### src/rtl/mcu_sequencer.sv
// Issue stage for the mcu ALU/memory block: program store, 8-entry register file
// and a fetch/decode/issue/writeback FSM talking to the mcu over valid/ready.
module mcu_sequencer #(
  parameter int OP_SZ      = 32,
  parameter int PROG_DEPTH = 16,
  parameter int REG_N      = 8,
  localparam int PW        = $clog2(PROG_DEPTH)
) (
  input  logic             clk,
  input  logic             reset,
  input  logic             prog_we,
  input  logic [PW-1:0]    prog_addr,
  input  logic [15:0]      prog_data,
  input  logic             start,
  output logic             iss_valid,
  input  logic             iss_ready,
  output logic [3:0]       iss_op_code,
  output logic [OP_SZ-1:0] iss_op0,
  output logic [OP_SZ-1:0] iss_op2,
  input  logic             res_valid,
  input  logic [OP_SZ-1:0] res_data,
  input  logic             res_err,
  output logic             busy,
  output logic             done,
  output logic             err,
  output logic [PW-1:0]    err_pc,
  input  logic [2:0]       dbg_sel,
  output logic [OP_SZ-1:0] dbg_data
);

  typedef enum logic [2:0] {
    S_IDLE   = 3'd0,
    S_FETCH  = 3'd1,
    S_DECODE = 3'd2,
    S_ISSUE  = 3'd3,
    S_WAIT   = 3'd4,
    S_WB     = 3'd5,
    S_DONE   = 3'd6,
    S_ERR    = 3'd7
  } state_t;

  localparam logic [3:0]    OPC_DIV   = 4'd3;
  localparam logic [3:0]    OPC_STORE = 4'd8;
  localparam logic [3:0]    OPC_LDI   = 4'd9;
  localparam logic [3:0]    OPC_HALT  = 4'd15;
  localparam logic [PW-1:0] PC_LAST   = PW'(PROG_DEPTH - 1);

  state_t           r_state;
  state_t           w_next;
  logic [PW-1:0]    r_pc;
  logic [15:0]      r_prog [PROG_DEPTH];
  logic [15:0]      r_instr;
  logic [OP_SZ-1:0] r_regs [REG_N];
  logic [OP_SZ-1:0] r_wb_data;
  logic             r_iss_valid;
  logic [3:0]       r_iss_op_code;
  logic [OP_SZ-1:0] r_iss_op0;
  logic [OP_SZ-1:0] r_iss_op2;
  logic             r_busy;
  logic             r_done;
  logic             r_err;
  logic [PW-1:0]    r_err_pc;

  logic             w_idle_like;
  logic             w_start_ok;
  logic             w_we_ok;
  logic [3:0]       w_opc;
  logic [2:0]       w_rd;
  logic [2:0]       w_rs0;
  logic [2:0]       w_rs2;
  logic [OP_SZ-1:0] w_rs0_val;
  logic [OP_SZ-1:0] w_rs2_val;
  logic             w_unused_spare;

  assign w_idle_like    = (r_state == S_IDLE) || (r_state == S_DONE) || (r_state == S_ERR);
  assign w_start_ok     = w_idle_like && start;
  assign w_we_ok        = w_idle_like && prog_we;
  assign w_opc          = r_instr[15:12];
  assign w_rd           = r_instr[11:9];
  assign w_rs0          = r_instr[8:6];
  assign w_rs2          = r_instr[5:3];
  assign w_unused_spare = ^r_instr[2:0];
  // r0 is never written, so a plain array read already returns zero for it
  assign w_rs0_val      = r_regs[w_rs0];
  assign w_rs2_val      = r_regs[w_rs2];

  // State register
  always_ff @(posedge clk or posedge reset) begin
    if (reset) begin
      r_state <= S_IDLE;
    end else begin
      r_state <= w_next;
    end
  end

  // Next-state decode
  always_comb begin
    w_next = r_state;
    case (r_state)
      S_IDLE, S_DONE, S_ERR: begin
        if (start) w_next = S_FETCH;
        else       w_next = r_state;
      end
      S_FETCH: w_next = S_DECODE;
      S_DECODE: begin
        if (w_opc == OPC_HALT)                                         w_next = S_DONE;
        else if (w_opc > OPC_LDI)                                      w_next = S_ERR;
        else if ((w_opc == OPC_DIV) && (w_rs2_val == {OP_SZ{1'b0}}))   w_next = S_ERR;
        else if (w_opc == OPC_LDI)                                     w_next = S_WB;
        else                                                           w_next = S_ISSUE;
      end
      S_ISSUE: begin
        if (iss_ready) w_next = S_WAIT;
        else           w_next = S_ISSUE;
      end
      S_WAIT: begin
        if (res_valid && res_err)  w_next = S_ERR;
        else if (res_valid)        w_next = S_WB;
        else                       w_next = S_WAIT;
      end
      S_WB: begin
        if (r_pc == PC_LAST) w_next = S_DONE;
        else                 w_next = S_FETCH;
      end
      default: w_next = S_IDLE;
    endcase
  end

  // Program store: not reset, writable only while the sequencer is parked
  always_ff @(posedge clk) begin
    if (w_we_ok) begin
      r_prog[prog_addr] <= prog_data;
    end
  end

  // PC, fetched instruction and writeback data
  always_ff @(posedge clk or posedge reset) begin
    if (reset) begin
      r_pc      <= {PW{1'b0}};
      r_instr   <= 16'd0;
      r_wb_data <= {OP_SZ{1'b0}};
    end else begin
      if (w_start_ok) begin
        r_pc <= {PW{1'b0}};
      end else if ((r_state == S_WB) && (r_pc != PC_LAST)) begin
        r_pc <= r_pc + PW'(1);
      end
      if (r_state == S_FETCH) begin
        r_instr <= r_prog[r_pc];
      end
      if ((r_state == S_DECODE) && (w_opc == OPC_LDI)) begin
        r_wb_data <= {{(OP_SZ-9){1'b0}}, r_instr[8:0]};
      end else if ((r_state == S_WAIT) && res_valid && !res_err) begin
        r_wb_data <= res_data;
      end
    end
  end

  // Register file writeback; stores and writes to r0 are dropped
  always_ff @(posedge clk or posedge reset) begin
    if (reset) begin
      for (int i = 0; i < REG_N; i++) begin
        r_regs[i] <= {OP_SZ{1'b0}};
      end
    end else if ((r_state == S_WB) && (w_opc != OPC_STORE) && (w_rd != 3'd0)) begin
      r_regs[w_rd] <= r_wb_data;
    end
  end

  // Issue outputs: operands latched in DECODE and held until the handshake
  always_ff @(posedge clk or posedge reset) begin
    if (reset) begin
      r_iss_valid   <= 1'b0;
      r_iss_op_code <= 4'd0;
      r_iss_op0     <= {OP_SZ{1'b0}};
      r_iss_op2     <= {OP_SZ{1'b0}};
    end else begin
      r_iss_valid <= (w_next == S_ISSUE);
      if ((r_state == S_DECODE) && (w_next == S_ISSUE)) begin
        r_iss_op_code <= w_opc;
        r_iss_op0     <= w_rs0_val;
        r_iss_op2     <= w_rs2_val;
      end
    end
  end

  // Status flags: busy, done pulse, sticky error with faulting PC
  always_ff @(posedge clk or posedge reset) begin
    if (reset) begin
      r_busy   <= 1'b0;
      r_done   <= 1'b0;
      r_err    <= 1'b0;
      r_err_pc <= {PW{1'b0}};
    end else begin
      r_busy <= !((w_next == S_IDLE) || (w_next == S_DONE) || (w_next == S_ERR));
      r_done <= (w_next == S_DONE) && (r_state != S_DONE);
      if (w_start_ok) begin
        r_err    <= 1'b0;
        r_err_pc <= {PW{1'b0}};
      end else if ((w_next == S_ERR) && (r_state != S_ERR)) begin
        r_err    <= 1'b1;
        r_err_pc <= r_pc;
      end
    end
  end

  assign iss_valid   = r_iss_valid;
  assign iss_op_code = r_iss_op_code;
  assign iss_op0     = r_iss_op0;
  assign iss_op2     = r_iss_op2;
  assign busy        = r_busy;
  assign done        = r_done;
  assign err         = r_err;
  assign err_pc      = r_err_pc;
  assign dbg_data    = r_regs[dbg_sel];

endmodule

### config.mk
export PLATFORM = sky130hd
export DESIGN_NAME = mcu_sequencer
export DESIGN_NICKNAME = d
export VERILOG_FILES = /design/src/rtl/mcu_sequencer.sv
export SDC_FILE = /design/constraint.sdc
export NUM_CORES = 1
export LEC_CHECK = 0
export CAP_MARGIN = 20
export CORE_ASPECT_RATIO = 1.75
export CORE_MARGIN = 2
export CORE_UTILIZATION = 33
export DETAILED_ROUTE_END_ITERATION = 16
export MAX_ROUTING_LAYER = met4
export PLACE_DENSITY_LB_ADDON = 0.1
export RECOVER_POWER = 100
export SLEW_MARGIN = 20
export SYNTH_ARGS = -nofsm -noshare
export SYNTH_HDL_FRONTEND = slang
export SYNTH_SLANG_ARGS = --single-unit
### constraint.sdc
create_clock -name clk -period 13.55 [get_ports clk]
set_input_delay 2.71 -clock clk [delete_from_list [all_inputs] [get_ports clk]]
set_output_delay 2.71 -clock clk [all_outputs]
set_load 0.03 [all_outputs]
# After elaboration in Yosys (flattened, before gate mapping)

Memories as Yosys holds them, arrays and structs flattened. A register that Yosys moved wholly into a read port is not among the register bits.
Index checks and enable logic that the tools add are counted.

Bits in writable memories: 256
Input bits: 62
Memories kept: 1
Logic and storage cells: 109
ROM bits: 0
Output and inout port bits: 108
Register bits: 371
Bits in latches: 0

Divide/modulo/power cells: 0
Order comparisons: 6
Eq/ne operators: 18
$add $sub $neg: 1
Shifts and indexed selects: 0
Reduce and logical (&&, ||, !) cells: 28
Multipliers: 0
Bitwise operators: 4
Muxes and demuxes: 32

Memories:

| memory | depth | width | read ports | clocked after Yosys merged registers in | write ports | RTL line | RTL |
|---|---|---|---|---|---|---|---|
| r_prog | 16    | 16    | 1          | 1                                       | 1           | 51       | `logic [15:0] r_prog [PROG_DEPTH];` |

Operators with widths:

| operator                                                   | number |
|---|---|
| binary-select mux 32 bit (select 3 bit)                    | 3 |
| 2-to-1 mux 32 bit                                          | 9 |
| bitwise mux 256 bit                                        | 1 |
| demux 32 bit (select 3 bit)                                | 1 |
| logical NOT 32 bit                                         | 1 |
| 2-to-1 mux 3 bit                                           | 7 |
| == test 3 bit, second input constant                       | 6 |
| one-hot mux 3 bit (6 select lines)                         | 1 |
| greater-or-equal comparator 4 bit, second input constant   | 4 |
| 2-to-1 mux 4 bit                                           | 4 |
| NOT 3 -> 4 bit                                             | 4 |
| logical AND 1 bit                                          | 14 |
| == test 4 bit, second input constant                       | 3 |
| == test 3 x 2 -> 1 bit, second input constant              | 3 |
| inequality test 4 bit, second input constant               | 2 |
| logical NOT 3 bit                                          | 2 |
| inequality test 3 bit, second input constant               | 2 |
| nonzero test 2 bit                                         | 3 |
| 2-to-1 mux 1 bit                                           | 5 |
| adder 4 x 1 -> 4 bit, second input constant                | 1 |
| == test 4 x 2 -> 1 bit, second input constant              | 1 |
| greater-than comparator 4 bit, second input constant       | 1 |
| logical OR 1 bit                                           | 4 |
| less-than comparator 4 x 1 -> 1 bit, second input constant | 1 |
| 5 further kinds                                            | 6 |

# Logic depth before layout (Yosys ltp)

Gate-level depths: netlist (run 1).

Word-level depth: 14
Depth in mapped cells: 13
Gate-level depth less buffers: 8

# Worst setup path before layout (run 1)

Ideal clock, no wire load.

Path type: input-to-output
Start point: input dbg_sel[0]
End point: output dbg_data[0]
Path buffers: 2
Required time: 10.840 ns
Cell stages on the path: 4
Path slack: 6.306 ns
Arrival: 4.534 ns
Path through: clkbuf_1 -> buf_1 -> mux4_2 -> mux2_2

Cells in the longest elaborated chain, start to end: 4

RTL lines:

| element                                              | RTL line | RTL |
|---|---|---|
| from (decl)                                          | 27       | `input logic [2:0] dbg_sel,` |
| NOT 3 -> 4 bit (not written as such)                 | 215      | `assign dbg_data = r_regs[dbg_sel];` |
| binary-select mux 32 bit (select 3 bit)              | 215      |  |
| 2-to-1 mux 32 bit (not written as such) (2 in a row) | 215      |  |
| to (decl)                                            | 28       | `output logic [OP_SZ-1:0] dbg_data` |

No other way between the ends. The select of a mux whose other input is x is not followed.

# Worst setup path in the final report (run 1)

Start point: input dbg_sel[0]
End point: output dbg_data[2]

Same word-level chain as after synthesis.

==> qor.yml, run 1 <==
synth_top_family_by_area: "multiplexers"
setup_tns_ns: 0
startpoint_type: "input port"
crit_path_top_delay_cell: "clkbuf_1"
syn_area_um2: 30350
setup_viol: 0
cts_tree: "built"
core_area_um2: 91410
cts.clk_slew.worst_paths_ns: 0.06
synth_largest_area_cell: "dfrtp_1"
synth_cell_type_count: 53
hold_viol: 0
min_period_ns: 9.748
clock-root-buffer: "clkbuf_16"
drive_gt1_frac: 0.3377
wirelength_um: 90540
grt_pass1_vias: 19050
final_nets: 2080
cp_max_fo: 40
grt_pass1_wl_um: 133500
layout.cells.non_filler: 3274
ff2ff_setup_slack_ns: 4.01
portBuffers: 169
final_max_slew_viol_count: 795
skew_ns: 0.02893
end_kind: "output port"
drt_iter0_markers: 997
start_util: 0.3320
rr_worst_depth: 10
drc_errors: 0
avgRoutedWirePerCell_um: 27.65
cts_setup_buffers: 0
dp_hpwl_um: 56380
gp_congestion: 0.7804
synthXorXnorAreaFrac: 0.0005772
die-area_um2: 94510
async_flop_share: 0.6019
rows: 147
synth-main-ff-cell: "dfrtp_1"
min_path_type: "register to register"
p_leak_nw: 14.17
r2r_start: "r_instr[5]"
ys_ff_latch: 643
design_power_total_mw: 6.776
grt_max_degree: 160
clk_latency_ns: 0.64
worstPathArrival_ns: 7.04
ios: 170
worstMarginPinSlew_ns: 5.162
fin_crit_sh: 0.7194
multiInputGateArea_um2: 12220
cp-startpoint: "dbg_sel[0]"
vias: 17620
ctsResizeCount: 0
synth-compound-area-share: 0.03418
grtUsageTotal: 0.2020
cts.path.max_buffers: 3
crit_chain: "clkbuf_1 > buf_4 > mux4_2 > mux2_2 > dlygate4sd3_1"
grt_overflow: 0
fp.dieW_um: 233.3
cp-endpoint: "dbg_data[2]"
syn_nets: 1959
max_slew_margin: -2.460
max_stage_delay_ns: 1.67
synthSimpleGateAreaFrac: 0.03628
fmax_mhz: 102.6
synth_top_area_share: 0.3191
yosysWarnings: 0
ctsHtreeMaxLevel: 3
power-per-cell-area_nw_per_um2: 191.3
muxShareOfSynthArea: 0.3310
dp_cells: 3140
fill_cells: 8546
firstDrtPassIters: 5
post_synth_main_area_contributors: "dfrtp_1, edfxtp_1, mux4_2"
synth_cells: 1896
violations: "max-capacitance violations, max-slew violations"
vias_per_cell: 5.382
die_y_um: 405.2
synth-adder-area-share: 0.0004123
syn_avg_cell_area_um2: 16.01
drv_cap: 25
ys_seq_area_frac: 0.5724
cts_hold_buffers: 0
status: "finished with violations"
worstSetupPathType: "input port to output port"
ant_nets: 0
peakVddDrop_mv: 0.1394
antenna_found_initial: 12
syn2layout_area_growth_pct: 16.69
required_ns: 10.84
cts_sinks: 643
holdWs_ns: 0.4182
cts_buffers: 67
rsz0062_at_grt: "false"
synth_edf_count: 256
seqCellArea_um2: 17390
r2r_end: "iss_op0[4]"
-- where the power goes --
group | internal, mW | total (mW) | switching (mW)
sequential | 2.34 | 2.84 | 0.504
combinational | 0.980 | 2.01 | 1.03
clock | 1.14 | 1.92 | 0.786
-- per-stage QoR --
step | utilization | setup WS, ns | cell area, µm²
floorplan | - | 0.08415 | 30350
global placement | 0.3645 | 5.226 | 33320
detailed placement | 0.3645 | 5.176 | 33320
CTS | 0.3892 | 5.168 | 35580
global route | 0.3874 | 2.637 | 35410
finish | 0.3874 | 3.802 | 35420
-- worst min path at each step --
stage	startpoint	endpoint	slack [ns]	depth (start not counted)
floorplan	r_instr[0]	r_instr[0]	0.45	2
global route	r_regs[250]	r_regs[250]	0.44	0
global placement	r_regs[252]	r_regs[252]	0.40	0
CTS	r_regs[250]	r_regs[250]	0.42	0
finish	r_regs[250]	r_regs[250]	0.42	0
detailed placement	r_regs[250]	r_regs[250]	0.40	0
-- logic make-up (layout without fill, tap and decap cells) --
group / count (synthesis) / count (layout)
compound gates: 140 / 140
xor+xnor: 2 / 2
fa+ha+maj: 1 / 1
buf+inv: 190 / 364
flops: 643 / 643
mux: 687 / 687
other cells: 0 / 12
simple gates: 233 / 233
-- routing by layer --
layer	wire length [µm]	GRT usage	vias to the layer above
met4	2510	0.07286	0
met2	48220	0.3487	384
met5	0	-	-
li1	-	-	7669
met1	36120	0.2378	9449
met3	3687	0.03069	120
-- worst max-delay path: cells and delay by family --
family	cells	cell delay [ns]
muxes	2	0.93
buffers and inverters	3	3.33
-- cell usage in the layout, fill, tap and decap left out, types with 15 or more instances in the layout --
| master | instances |
|---|---|
| inv_1 | 24 |
| edfxtp_1 | 256 |
| nor3_1 | 15 |
| dfrtp_1 | 381 |
| mux2i_1 | 122 |
| nand3_1 | 22 |
| o21ai_0 | 34 |
| mux2_2 | 345 |
| nor2_1 | 46 |
| clkdlybuf4s50_1 | 39 |
| clkbuf_1 | 46 |
| clkbuf_16 | 71 |
| dlygate4sd3_1 | 127 |
| a22o_1 | 23 |
| buf_4 | 16 |
| nand2_1 | 96 |
| mux4_2 | 218 |
| o221ai_1 | 42 |
-- cell type report --
class,instances,area share
repair buffers,215,0.05433
inverters,27,0.002897
multi-input cells,1063,0.3449
clock buffers,95,0.05497
well taps,1192,0.04211
clock inverters,27,0.008867
flip-flops and latches,643,0.4911
diodes,12,0.0008479
-- state kept, by name, summed over array words and instances, names as in the netlist --
signal / flops
done: 1
iss_valid: 1
r_regs: 256
r_pc: 4
err: 1
iss_op2: 32
iss_op_code: 4
busy: 1
r_prog: 256
r_state: 3
r_instr: 16
r_wb_data: 32
iss_op0: 32
err_pc: 4
-- cell usage after synthesis, types with 12 or more instances --
master / number
o22ai_1: 12
mux4_2: 218
nand2_1: 96
nor3_1: 16
mux2_2: 345
inv_1: 25
o221ai_1: 42
a22o_1: 23
clkbuf_1: 108
nand3_1: 22
o21ai_0: 33
mux2i_1: 122
buf_1: 34
edfxtp_1: 256
dfrtp_1: 387
buf_2: 17
nor2_1: 47
Note: power is estimated with default switching activity, not from simulation.
==> inputs of run 2 (changes only) <==
Clock period 13.55 ns to 8.4 ns, I/O delays scaled along.
==> run 2 against run 1 <==
The flow still finishes with violations (max-capacitance violations, max-slew violations). Via count is 1.4% higher. Routed wire length up 1.1%. Cell area is 0.12% higher. Sequential share of layout area is 0.052 points lower. Final cell count is essentially flat. Worst setup slack worse by 2.2 ns. Critical path depth unchanged. Combinational power rose by 62%. Die area unchanged. Critical path type unchanged. Highest routed layer unchanged.
==> qor.yml, run 2 (synthesis results as in run 1) <==
core_area_um2: 91410  # unchanged
setup_viol: 0  # unchanged
clock-root-buffer: "clkbuf_16"  # unchanged
final_max_slew_viol_count: 605  # was 795
crit_path_top_delay_cell: "clkbuf_1"  # unchanged
ant_nets: 0  # unchanged
grt_max_degree: 150  # was 160
layout_commonest_cell: "dfrtp_1"  # unchanged
min_path_type: "register to register"  # unchanged
grt_overflow: 0  # unchanged
fin_area_um2: 35460  # was 35420 µm²
placed_cell_area_um2: 33340  # was 33320 µm²
dp_cells: 3140  # unchanged
min_period_ns: 6.845
portBuffers: 169  # unchanged
holdWs_ns: 0.4177  # was 0.4182 ns
dp_hpwl_um: 56500  # was 56380 µm
die_y_um: 405.2  # unchanged
startpoint_type: "input port"  # unchanged
worstMarginPinSlew_ns: 3.691  # was 5.162 ns
layout.cells.non_filler: 3273  # was 3274
drive_gt1_frac: 0.3431  # was 0.3377
design_power_total_mw: 10.92  # was 6.776 mW
cts_setup_buffers: 0  # unchanged
cts.path.max_buffers: 3  # unchanged
grt_pass1_vias: 19240  # was 19050
fp.dieW_um: 233.3  # unchanged
vias_per_cell: 5.462  # was 5.382
crit_chain: "buf_4 > clkbuf_1 > mux4_2 > mux2_2 > dlygate4sd3_1"  # was clkbuf_1 > buf_4 > mux4_2 > mux2_2 > dlygate4sd3_1
cts_hold_buffers: 0  # unchanged
final_nets: 2084  # was 2080
peakVddDrop_mv: 0.1536  # was 0.1394 mV
end_kind: "output port"  # unchanged
cts_sinks: 643  # unchanged
pre_cts_slack_ns: 2.365  # was 5.176 ns
violations: "max-capacitance violations, max-slew violations"  # unchanged
worstPathArrival_ns: 5.17  # was 7.04 ns
setup_tns_ns: 0  # unchanged
grt_pass1_wl_um: 135300  # was 133500 µm
vias: 17880  # was 17620
power-per-cell-area_nw_per_um2: 308.1  # was 191.3 nW/µm²
final_cell_mix: "dfrtp_1, mux2_2, edfxtp_1"  # unchanged
start_util: 0.3320  # unchanged
fmax_mhz: 146.1
gp_congestion: 0.7888  # was 0.7804
grtUsageTotal: 0.2033  # was 0.2020
rows: 147  # unchanged
cts_tree: "built"  # unchanged
cts_buffers: 69  # was 67
hold_viol: 0  # unchanged
drt_iter0_markers: 1014  # was 997
status: "finished with violations"  # unchanged
setup_ws_ns: 1.555  # was 3.802 ns
fin_crit_sh: 0.8149
clk_latency_ns: 0.64  # about the same
syn2layout_area_growth_pct: 16.83  # was 16.69%
max_slew_margin: -1.460  # was -2.460
p_leak_nw: 14.22  # was 14.17 nW
worstSetupPathType: "input port to output port"  # unchanged
wirelength_um: 91530  # was 90540 µm
ios: 170  # unchanged
drv_cap: 19  # was 25
rsz0062_at_grt: "false"  # unchanged
firstDrtPassIters: 5  # unchanged
ctsResizeCount: 0  # unchanged
die-area_um2: 94510  # unchanged
cts.clk_slew.worst_paths_ns: 0.06  # about the same
avgRoutedWirePerCell_um: 27.97  # was 27.65 µm
max_stage_delay_ns: 1.29  # was 1.67 ns
cp_max_fo: 28  # was 40
top_regs: "r_prog: 256 flops, r_regs: 256 flops"  # unchanged
drc_errors: 0  # unchanged
required_ns: 6.72  # was 10.84 ns
final_core_util: 0.3879  # was 0.3874
skew_ns: 0.03134  # was 0.02893 ns
antenna_found_initial: 11  # was 12
ctsHtreeMaxLevel: 3  # unchanged
run 2: critical path: cells and delay by family:
| kind | cells | cell delay [ns] |
|---|---|---|
| buffers and inverters | 3 | 2.53 |
| muxes | 2 | 0.93 |
run 2: layer usage:
metal / wire length, µm / global-route usage / vias up / share of wire
met4: 2483 / 0.06984 / 0 / 0.027
met2: 48180 / 0.3491 / 451 / 0.53
met3: 3882 / 0.02956 / 137 / 0.042
met5: 0 / - / - / 0
li1: - / - / 7674 / -
met1: 36980 / 0.2433 / 9615 / 0.40
run 2: worst paths after layout:
kind,from,to,slack (ns),cells after the start
min in group asynchronous,reset,r_wb_data[11],1.54,2
worst max register to register,r_instr[3],iss_op0[27],2.13,9
worst min register to register,r_regs[251],r_regs[251],0.42,0
max in group asynchronous,reset,iss_op0[26],2.89,3
worst min-delay path,r_regs[251],r_regs[251],0.42,0
worst max-delay path,dbg_sel[0],dbg_data[11],1.55,5
run 2: final cells by class:
type,count,area [µm²]
Clock inverter,20,156.4
Timing Repair Buffer,217,1976
Tap cell,1192,1491
Inverter,27,102.6
Antenna cell,9,22.52
Fill cell,8486,55950
Sequential cell,643,17390
Clock buffer,102,2103
Multi-Input combinational cell,1063,12210
run 2: power breakdown:
group	switching, mW	internal, mW	total (mW)
registers	0.809	3.77	4.58
clock network	1.29	1.79	3.08
logic	1.68	1.58	3.26
total	3.78	7.15	10.9
==> inputs of run 3 (changes only) <==
Clock period 8.4 ns to 6.15 ns, I/O delays scaled along.
==> run 3 against run 2 <==
The flow still finishes with violations (max-capacitance violations, max-slew violations). Worst hold slack worse by 0.0026 ns. Count of clock-buffer cells in the layout is 10 lower. Clock skew down 0.0015 ns. Combinational power increased by 35%. Sequential power grew 38%. Sequential share of layout area shrank 0.068 points. Clock power increased by 36%. Flip-flop and latch count is the same. Final cell count rose by 0.18%. First-iteration DRC count is 5.4% higher. Power is 37% higher. Register-to-register slack worse by 1.2 ns. Largest cell class unchanged. Largest power group unchanged. Highest routed layer unchanged.
==> qor.yml, run 3 (synthesis results as in run 1) <==
crit_chain: "clkbuf_2 > buf_4 > mux4_2 > mux2_2 > dlygate4sd3_1"  # was buf_4 > clkbuf_1 > mux4_2 > mux2_2 > dlygate4sd3_1
end_kind: "output port"  # unchanged
cts_hold_buffers: 0  # unchanged
cts_setup_buffers: 0  # unchanged
cts_buffers: 68  # was 69
grt_pass1_vias: 19110  # was 19240
skew_ns: 0.02985  # was 0.03134 ns
ios: 170  # unchanged
max_stage_delay_ns: 0.83  # was 1.29 ns
top_regs: "r_prog: 256 flops, r_regs: 256 flops"  # unchanged
ant_nets: 0  # unchanged
portBuffers: 169  # unchanged
rr_worst_depth: 9  # unchanged
r2r_start: "r_instr[4]"  # was r_instr[3]
final_cell_mix: "dfrtp_1, mux2_2, edfxtp_1"  # unchanged
design_power_total_mw: 14.94  # was 10.92 mW
startpoint_type: "input port"  # unchanged
required_ns: 4.92  # was 6.72 ns
setup_viol: 0  # unchanged
hold_viol: 0  # unchanged
firstDrtPassIters: 5  # unchanged
crit_family: "buffers and inverters"  # unchanged
power-per-cell-area_nw_per_um2: 420.7  # was 308.1 nW/µm²
cts_sinks: 643  # unchanged
final_max_slew_viol_count: 529  # was 605
wirelength_um: 90670  # was 91530 µm
violations: "max-capacitance violations, max-slew violations"  # unchanged
cp-startpoint: "dbg_sel[0]"  # unchanged
drt_iter0_markers: 1069  # was 1014
drc_errors: 0  # unchanged
avgRoutedWirePerCell_um: 27.65  # was 27.97 µm
die_y_um: 405.2  # unchanged
grt_max_degree: 128  # was 150
vias: 17770  # was 17880
cts.path.max_buffers: 3  # unchanged
layout_commonest_cell: "dfrtp_1"  # unchanged
vias_per_cell: 5.418  # was 5.462
clk_latency_ns: 0.65  # was 0.64 ns
core_area_um2: 91410  # unchanged
worstMarginPinSlew_ns: 3.251  # was 3.691 ns
min_period_ns: 5.317
syn2layout_area_growth_pct: 16.98  # was 16.83%
antenna_found_initial: 11  # unchanged
crit_path_top_delay_cell: "clkbuf_2"  # was clkbuf_1
die-area_um2: 94510  # unchanged
cts.clk_slew.worst_paths_ns: 0.06  # about the same
clock-root-buffer: "clkbuf_16"  # unchanged
fin_crit_sh: 0.8646
min_path_type: "register to register"  # unchanged
p_leak_nw: 14.21  # was 14.22 nW
grt_overflow: 0  # unchanged
drv_cap: 18  # was 19
grtUsageTotal: 0.2013  # was 0.2033
worstSetupPathType: "input port to output port"  # unchanged
ctsHtreeMaxLevel: 3  # unchanged
dp_hpwl_um: 57010  # was 56500 µm
ctsResizeCount: 0  # unchanged
grt_pass1_wl_um: 133000  # was 135300 µm
start_util: 0.3320  # unchanged
gp_congestion: 0.7944  # was 0.7888
status: "finished with violations"  # unchanged
fp.dieW_um: 233.3  # unchanged
worstPathArrival_ns: 4.09  # was 5.17 ns
rsz0062_at_grt: "false"  # unchanged
critPathBufInv: 3  # unchanged
r2r_end: "iss_op2[22]"  # was iss_op0[27]
cp-endpoint: "dbg_data[9]"  # was dbg_data[11]
cts_tree: "built"  # unchanged
holdWs_ns: 0.4151  # was 0.4177 ns
fmax_mhz: 188.1
ff2ff_setup_slack_ns: 0.92  # was 2.13 ns
cp_max_fo: 24  # was 28
final_nets: 2094  # was 2084
rows: 147  # unchanged
max_slew_margin: -1.168  # was -1.460
drive_gt1_frac: 0.3423  # was 0.3431
cp.depth: 5  # unchanged
peakVddDrop_mv: 0.2469  # was 0.1536 mV
==> run 3: final cells by class <==
class,instances,area (µm²)
multi-input combinational,1063,12230
sequential,643,17390
inverter,27,102.6
fill,8489,55910
antenna,10,25.02
timing repair buffer,228,2057
clock buffer,92,1873
tap,1192,1491
clock inverter,24,330.3
==> run 3: worst register-to-register path: stages (launching register included) <==
cell and delay [ns]:
dfrtp_4 0.87, clkbuf_1 0.89, mux4_2 0.61, mux2i_1 0.50, nand2_1 0.12, or4_4 0.53, nor4_4 0.65, a2111oi_4 0.19
buf_12 0.28, mux2_1 0.45
==> run 3: power breakdown <==
| group | switching [mW] | internal [mW] | leakage (nW) |
|---|---|---|---|
| clock | 1.76 | 2.43 | 1.08 |
| sequential | 1.19 | 5.15 | 7.55 |
| combinational | 2.23 | 2.17 | 5.58 |
==> run 3: worst min path at each step <==
| stage | end | slack, ns | start | cells past startpoint |
|---|---|---|---|---|
| floorplan | r_instr[0] | 0.45 | r_instr[0] | 2 |
| global placement | r_regs[232] | 0.40 | r_regs[232] | 0 |
| detailed placement | r_regs[241] | 0.40 | r_regs[241] | 0 |
| CTS | r_regs[241] | 0.42 | r_regs[241] | 0 |
| global route | r_regs[241] | 0.43 | r_regs[241] | 0 |
| finish | r_regs[243] | 0.42 | r_regs[243] | 0 |
==> run 3: metrics by stage <==
stage	area (µm²)	instances	setup TNS [ns]	setup WS (ns)	utilization
final	35500	3279	0	0.8327	0.3884
after global routing	35500	3277	0	0.6544	0.3883
after CTS	35670	3269	0	1.301	0.3902
after detailed placement	33470	3153	0	1.301	0.3661
after global placement	33460	3152	0	1.326	0.3660
after floorplan	30350	1896	-109.88	-0.2839	-
==> run 3: routing by layer <==
| metal | track usage | up-vias | part of all wire |
|---|---|---|---|
| li1 | - | 7688 | - |
| met1 | 0.2386 | 9489 | 0.40 |
| met2 | 0.3413 | 438 | 0.52 |
| met3 | 0.03195 | 150 | 0.046 |
| met4 | 0.08012 | 0 | 0.034 |
| met5 | - | - | 0 |
